<file path="src/rtl/cordic_pkg.sv">
// cordic_pkg: shared constants and state encoding for the CORDIC rotation/vectoring engines.
package cordic_pkg;
  localparam int W = 16;
  localparam int PIDIV2 = 201;
  localparam int PI = 402;
  localparam int ATAN [8] = '{100, 59, 31, 16, 8, 4, 2, 1};
  typedef enum logic [2:0] {GET, QUAD, CALC, MKC, PUT} state_t;
endpackage

</file>
<file path="src/rtl/cordic_sra.sv">
// cordic_sra: 16-bit arithmetic right barrel shift by a 3-bit amount.
import cordic_pkg::*;
module cordic_sra (
  input  logic signed [W-1:0] i_d,
  input  logic        [2:0]   i_s,
  output logic signed [W-1:0] o_q
);
  assign o_q = i_d >>> i_s;
endmodule

</file>
<file path="src/rtl/cordic_vec.sv">
// cordic_vec: iterative vectoring CORDIC, (x,y) -> (angle, magnitude).
// Define CORDIC_VEC_GAIN_EN to add the 3-cycle gain-compensation (MKC) stage.
import cordic_pkg::*;
module cordic_vec #(
  parameter int ITER = 8,
  parameter int AW   = 12
) (
  input  logic       ck,
  input  logic       raz,
  input  logic       wr_xy_p,
  input  logic [7:0] x_p,
  input  logic [7:0] y_p,
  output logic       wok_xy_p,
  input  logic       rd_am_p,
  output logic [9:0] na_p,
  output logic [8:0] nm_p,
  output logic       rok_am_p
);
  state_t r_st;
  logic signed [W-1:0] r_x, r_y, w_xs, w_ys, w_xc, w_yc;
  logic signed [AW-1:0] r_acc, w_ac, w_at;
  logic [2:0] r_i;
  logic r_z, r_wok;
`ifdef CORDIC_VEC_GAIN_EN
  logic signed [W-1:0] r_xo, w_xm;
`endif
  cordic_sra u_sx (.i_d(r_x), .i_s(r_i), .o_q(w_xs));
  cordic_sra u_sy (.i_d(r_y), .i_s(r_i), .o_q(w_ys));
  assign wok_xy_p = r_wok;
  always_comb begin
    w_at = AW'(ATAN[r_i]);
    w_xc = r_y[W-1] ? r_x - w_ys : r_x + w_ys;
    w_yc = r_y[W-1] ? r_y + w_xs : r_y - w_xs;
    w_ac = r_y[W-1] ? r_acc - w_at : r_acc + w_at;
`ifdef CORDIC_VEC_GAIN_EN
    // K = 2^-1+2^-4+2^-5+2^-7, built over three cycles from the held pre-gain X
    w_xm = (r_i == 3'd0) ? (r_x >>> 7) + (r_x >>> 5) : r_x + ((r_i == 3'd1) ? r_xo >>> 4 : r_xo >>> 1);
`endif
  end
  always_ff @(posedge ck or negedge raz) begin
    if (!raz) begin
      r_st <= GET;
      r_x <= '0;
      r_y <= '0;
      r_acc <= '0;
      r_i <= '0;
      r_z <= 1'b0;
      r_wok <= 1'b0;
      na_p <= '0;
      nm_p <= '0;
      rok_am_p <= 1'b0;
`ifdef CORDIC_VEC_GAIN_EN
      r_xo <= '0;
`endif
    end else begin
      case (r_st)
        GET: begin
          r_wok <= 1'b1;
          if (wr_xy_p && r_wok) begin
            r_x <= {{2{x_p[7]}}, x_p, 6'b0};
            r_y <= {{2{y_p[7]}}, y_p, 6'b0};
            r_acc <= '0;
            r_i <= '0;
            r_z <= (x_p == 8'd0) && (y_p == 8'd0);
            r_wok <= 1'b0;
            r_st <= QUAD;
          end
        end
        QUAD: begin
          // fold left half-plane into the right so CALC only covers +/-pi/2
          if (r_x[W-1]) begin
            r_x <= r_y[W-1] ? -r_y : r_y;
            r_y <= r_y[W-1] ? r_x : -r_x;
            r_acc <= r_y[W-1] ? -AW'(PIDIV2) : AW'(PIDIV2);
          end
          r_st <= CALC;
        end
        CALC: begin
          r_x <= w_xc;
          r_y <= w_yc;
          r_acc <= w_ac;
          r_i <= r_i + 3'd1;
          if (r_i == 3'(ITER - 1)) begin
            r_i <= '0;
`ifdef CORDIC_VEC_GAIN_EN
            r_st <= MKC;
`else
            r_st <= PUT;
            rok_am_p <= 1'b1;
            na_p <= r_z ? '0 : w_ac[9:0];
            nm_p <= r_z ? '0 : w_xc[14:6];
`endif
          end
        end
`ifdef CORDIC_VEC_GAIN_EN
        MKC: begin
          r_x <= w_xm;
          if (r_i == 3'd0) r_xo <= r_x;
          r_i <= r_i + 3'd1;
          if (r_i == 3'd2) begin
            r_i <= '0;
            r_st <= PUT;
            rok_am_p <= 1'b1;
            na_p <= r_z ? '0 : r_acc[9:0];
            nm_p <= r_z ? '0 : w_xm[14:6];
          end
        end
`endif
        PUT: begin
          if (rd_am_p) begin
            rok_am_p <= 1'b0;
            r_wok <= 1'b1;
            r_st <= GET;
          end
        end
        default: r_st <= GET;
      endcase
    end
  end
endmodule

</file>
<file path="config.mk">
export PLATFORM = sky130hd
export DESIGN_NAME = cordic_vec
export DESIGN_NICKNAME = d
export VERILOG_FILES = /design/src/rtl/cordic_pkg.sv /design/src/rtl/cordic_sra.sv /design/src/rtl/cordic_vec.sv
export SDC_FILE = /design/constraint.sdc
export NUM_CORES = 1
export LEC_CHECK = 0
export BUFFER_PORTS_ARGS = -buffer_cell sky130_fd_sc_hd__buf_2
export CORE_MARGIN = 4
export CORE_UTILIZATION = 65
export CTS_BUF_LIST = sky130_fd_sc_hd__clkbuf_8
export DETAILED_ROUTE_END_ITERATION = 10
export PLACE_DENSITY_LB_ADDON = 0.2
export SYNTH_ARGS = -nofsm -noshare
export SYNTH_HDL_FRONTEND = slang
export SYNTH_SLANG_ARGS = --single-unit
</file>
<file path="constraint.sdc">
create_clock -name ck -period 5.35 [get_ports ck]
set_clock_uncertainty 0.2 [all_clocks]
set_input_delay 1.07 -clock ck [delete_from_list [all_inputs] [get_ports ck]]
set_output_delay 1.07 -clock ck [all_outputs]
set_load 0.02 [all_outputs]
</file>
Yosys cells after proc, flatten, opt, wreduce, memory -nomap -nowiden

Memory sizes are Yosys's and may differ from the RTL's.
Index checks and enable logic that the tools add are counted.
Widths: inputs -> output; s select.

Memories kept: 1
Word-level logic and storage cells: 82
Register bits after elaboration: 72
ROM bits: 256

$lt $le $gt $ge: 1
Equality and inequality tests: 8
Add/sub/neg operators: 9
Bitwise logic cells: 1
Muxes and demuxes: 32
Shifts and indexed selects: 2
Reductions and logical operators: 17

Memories:

| memory           | depth | bits a word | rd ports | clocked after Yosys merged registers in | wr ports | line             | text |
|---|---|---|---|---|---|---|---|
| (name not given) | 8     | 32          | 1        | 0                                       | 0        | cordic_vec.sv:31 | `w_at = AW'(ATAN[r_i]);` |

Operator list:

| cell               | count |
|---|---|
| $mux 16            | 8 |
| $pmux 16 s3        | 2 |
| $mux 12            | 6 |
| $pmux 12 s3        | 1 |
| $add 16x16->16     | 2 |
| $neg 16->16        | 2 |
| $sshr 16x3->16     | 2 |
| $sub 16x16->16     | 2 |
| $logic_not 8->1    | 2 |
| $mux 3             | 5 |
| $add 12x12->12     | 1 |
| $pmux 3 s4         | 1 |
| $sub 12x12->12     | 1 |
| $mux 10            | 1 |
| $reduce_and 2->1   | 5 |
| $mux 9             | 1 |
| $reduce_and 3->1   | 3 |
| $ne 2x2->1 const B | 4 |
| $eq 3x3->1 const B | 2 |
| $pmux 3 s2         | 1 |
| $reduce_bool 2->1  | 3 |
| $ge 4x4->1 const B | 1 |
| $mux 1             | 4 |
| $not 3->4          | 1 |
| 7 further kinds    | 9 |

Longest topological paths before layout

Word-level depth: 7
Depth in mapped cells: 21
Mapped depth without buffers: 17

Cells and area by module

From an unflattened synthesis, not the netlist that was laid out.

Cell total of the unflattened synthesis: 955
Area, all modules: 7771.2 µm²

By module, submodules not included:

| module     | times used | seq. area each (µm²) | area each (µm²) | cells each |
|---|---|---|---|---|
| cordic_vec | 1          | 1751.7               | 6444.9          | 799 |
| cordic_sra | 2          | 0.0                  | 663.1           | 78 |

Worst setup path before layout

Ideal clock, no wire load.

Path type: register to register
Start point: register r_i[1]
End point: register r_y[11]
Path slack: 925 ps
Cell stages (with the launch flop): 19
Data arrival time: 4092 ps
Library setup time: 133 ps
Buffers on the path: 3
Required time: 5017 ps
Clock period less this slack: 4425 ps
Cell sequence: dfrtp_1 buf_2 buf_1 mux2_2 mux2i_1 mux2_2 and2_1 and3_1 clkbuf_1 a21oi_1 xnor2_1 ha_1 or4_1 nor3b_1 nor3b_1 o31a_1 xor2_1 a221oi_1 o21ai_0

Cells in the longest elaborated chain, start to end: 4
Elaborated cells on any way between the ends: 5

RTL lines:

| item                                             | line             | text |
|---|---|---|
| start, declared                                  | cordic_vec.sv:22 | `logic [2:0] r_i;` |
| start signal, assigned                           | cordic_vec.sv:82 | `r_i <= r_i + 3'd1;` |
| $sshr 16x3->16 (*)                               | cordic_sra.sv:8  | `assign o_q = i_d >>> i_s;` |
| $sub 16x16->16 or $add 16x16->16 (tied branches) | cordic_vec.sv:33 | `w_yc = r_y[W-1] ? r_y + w_xs : r_y - w_xs;` |
| $mux 16 (*)                                      | cordic_vec.sv:33 |  |
| $pmux 16 s3 (*)                                  | cordic_vec.sv:56 | `case (r_st)` |
| end signal, assigned                             | cordic_vec.sv:61 | `r_y <= {{2{y_p[7]}}, y_p, 6'b0};` |
| end signal, assigned                             | cordic_vec.sv:73 | `r_y <= r_y[W-1] ? r_x : -r_x;` |
| end signal, assigned                             | cordic_vec.sv:80 | `r_y <= w_yc;` |
| end, declared                                    | cordic_vec.sv:20 | `logic signed [W-1:0] r_x, r_y, w_xs, w_ys, w_xc, w_yc;` |

Every way passes the cells marked *; elsewhere a longest branch is shown, timed or not.
A chain may end at the register's enable or synchronous reset.

Final worst setup path

Start point: register r_i[0]
End point: register r_y[11]

Same word-level chain as after synthesis.

==> impl_results.md <==
- Max_slew headroom: 31.5%
- Seq/Total Area, Yosys: 23.7%
- Drt via density: 6.68
- Main synth FF type: dfrtp_1
- Run status: finished, final reports clean
- Largest net degree at the start of global routing: 59
- Initial Util: 67.4%
- Worst hold path startpoint: na_p[2]
- Met3 usage: 4.97%
- Post-synthesis xor/xnor area fraction: 10.3%
- Synth Cell Area: 0.00740 mm2
- Synth Area in Compound Gates: 22.6%
- IO buf count: 40
- Post-Synth Simple-Gate Area: 17.2%
- Share of layout cells above drive strength 1: 13.0%
- Post-synthesis cell type count: 69
- Syn_area_per_cell: 8.46 um2
- Setup TNS Final: 0 ns
- Critical Path RT: 5.40 ns
- Global-route wire length before repair: 35.7 mm
- H-Tree Depth: 3
- Num ports: 41
- DR iter-0 viols: 773
- Overall routing resource usage: 34.6%
- CP endpoint kind: flip-flop
- Asr flop ratio synth: 100%
- Detailed-route via count: 6885
- Hold path endpoint: na_p[2]
- Average wire per standard cell: 21.3 um
- Setup Crit Path Kind: flip-flop to flip-flop
- HP Class: flip-flop to flip-flop
- Drt pass-1 iters: 5
- DRT Wirelength: 21.9 mm
- Residual DRC: 0
- Slew Limit Fails: 0
- Synth Instances: 875
- Final hold viol count: 0
- Syn_nets: 950
- Initial antenna violation count: 0
- Seq cells post-synth: 70
- Area growth syn-to-layout: 6.90%
- Worst Tran Pin Value: 1.02 ns
- CTS tree: built
- Setup crit start: r_i[0]
- Mux cell area share after synthesis: 11.8%
- Period utilisation layout: 93.9%
- Crit path time final: 5.02 ns
- RSZ-0062 raised after global routing: no
- HPWL after DPL: 16.2 mm
- RR Endpoint: r_y[11]
- Worst-path fanout max: 12
- Max Cap Viol: 0
- CTS max path bufs: 2
- Vias in the first global route: 6859
- FP Rows: 38
- Reg clk slew, reported paths: 0.08 ns
- Hold_buf cts: 0
- Nets: 961
- CP arrival: 5.07 ns
- Crit path launch type: flip-flop
- Die area: 0.0132 mm2
- M1 GR Usage: 44.9%
- Clock Latency Late Sink: 0.40 ns
- RR Startpoint: r_i[0]
- GRT met2 Usage: 57.1%
- Antenna cells: 0
- DIE WIDTH: 115 um
- Core ar.: 0.0110 mm2
- Reg2reg setup slack: 0.33 ns
- Final setup viols: 0
- Number of enable flip-flop cells after synthesis: 0
- Chip height: 115 um
- Yosys synthesis warning count: 0
- Worst hold stages: 2
- Largest family of logic cells by synthesized area: compound AO/OA/AOI/OAI gates
- Fill cells: 837
- Most Used Layer, Global Route: met2
- Placer Congestion: 0.960
- TritonCTS Sinks: 70
- Root buf cell: clkbuf_8
- F_max: 199 MHz
- GRT overflow: 0
- Post-Synth Adder-Cell Area: 9.60%
- Reg2Reg Depth: 16
- Post-route antenna net violation count: 0
- Num CTS Buffers: 9
==> stage by stage <==
step	util [%]	cells	hold WS [ns]	area (um2)	setup slack (ns)
after floorplan	-	875	0.254	7400	0.925
after global placement	69.9	1015	0.256	7680	0.464
after detailed placement	69.9	1015	0.260	7680	0.334
after CTS	72.0	1031	0.281	7910	0.300
after global routing	72.0	1031	0.310	7910	0.0695
final	72.0	1031	0.278	7910	0.327
==> how the worst max path moves through the flow <==
stage                    to  slack [ns]  cells past startpoint
finish              r_y[11]        0.33                     16
global route        r_y[11]        0.07                     14
detailed placement  r_x[12]        0.33                     16
global placement    r_x[15]        0.46                     17
floorplan           r_y[11]        0.93                     18
CTS                 r_y[11]        0.30                     15
==> Yosys cell counts, drive strengths merged, types with 23 or more instances <==
library cell  count  area, um2
clkbuf           41        154
xor2             31        272
o21ai            69        345
inv              30        113
a21oi            64        320
xnor2            51        447
dfrtp            70       1750
nor2             83        312
mux2i            24        240
ha               52        651
mux2             23        263
nand2            66        248
==> logic make-up after synthesis <==
family | after synthesis
AO/OA/AOI/OAI | 259
XOR/XNOR | 84
adder cells (fa/ha/maj) | 55
buffers and inverters | 89
flip-flops | 70
multiplexers | 62
AND/OR/NAND/NOR | 256
==> layout make-up <==
type                       instances  area [um2]  area share (%)
tap                              140         175            2.21
clock buffer                       9         124            1.57
timing repair buffer              58         335            4.24
sequential                        70        1750            22.2
multi-input combinational        716        5300            67.0
inverter                          31         116            1.47
clock inverter                     7         103            1.30
==> critical path: stages (launching register included) <==
cell and delay, ns:
dfrtp_1 0.64, buf_4 0.29, mux4_2 0.55, nand2_1 0.11
o21a_1 0.16, and2_1 0.16, and3_1 0.32, nor2_1 0.09
xnor2_1 0.19, ha_1 0.26, or4_1 0.55, nor3b_1 0.50
nor3b_1 0.12, o31a_1 0.27, xor2_1 0.14, a221oi_1 0.23
o21ai_0 0.11
==> flip-flops by register name (all words and copies together), names as in the netlist <==
signal	cells
r_z	1
r_x	16
r_y	16
r_st	3
r_acc	10
na_p	10
r_i	3
nm_p	9
rok_am_p	1
wok_xy_p	1
==> cells in the final DEF (no fill, tap or decap), types with 7 or more instances in the layout <==
cell type | synthesis | final
buf_2 | 9 | 40
clkbuf_8 | 0 | 9
nand2_1 | 66 | 66
a31oi_1 | 9 | 9
mux4_2 | 7 | 7
inv_1 | 30 | 30
mux2_2 | 22 | 22
nor4_1 | 8 | 8
xnor2_1 | 51 | 51
a21oi_1 | 64 | 64
dfrtp_1 | 70 | 68
nor2b_1 | 13 | 13
mux4_1 | 8 | 8
mux2i_1 | 24 | 24
nor3_1 | 14 | 14
xor2_1 | 31 | 31
nand3_1 | 12 | 12
o21a_1 | 12 | 12
buf_4 | 1 | 18
ha_1 | 52 | 52
nand2b_1 | 10 | 10
a22o_1 | 14 | 14
o21ai_0 | 69 | 68
nor2_1 | 83 | 83
a221oi_1 | 15 | 15
o31ai_1 | 17 | 17
==> routing by layer <==
layer	wire length (um)	share of wire (%)
met3	1390	6.3
met1	9250	42
met2	10400	47
met5	0	0
met4	864	3.9
==> repair_timing <==
item,in CTS,in global routing
resized for setup,0,1
endpoints found under the setup margin,0,5
setup buffers,0,0
hold endpoints to repair,0,0
Power is left out: the tool's default activity adds up to more than one toggle a clock period on the data nets, which glitch-free logic cannot reach.
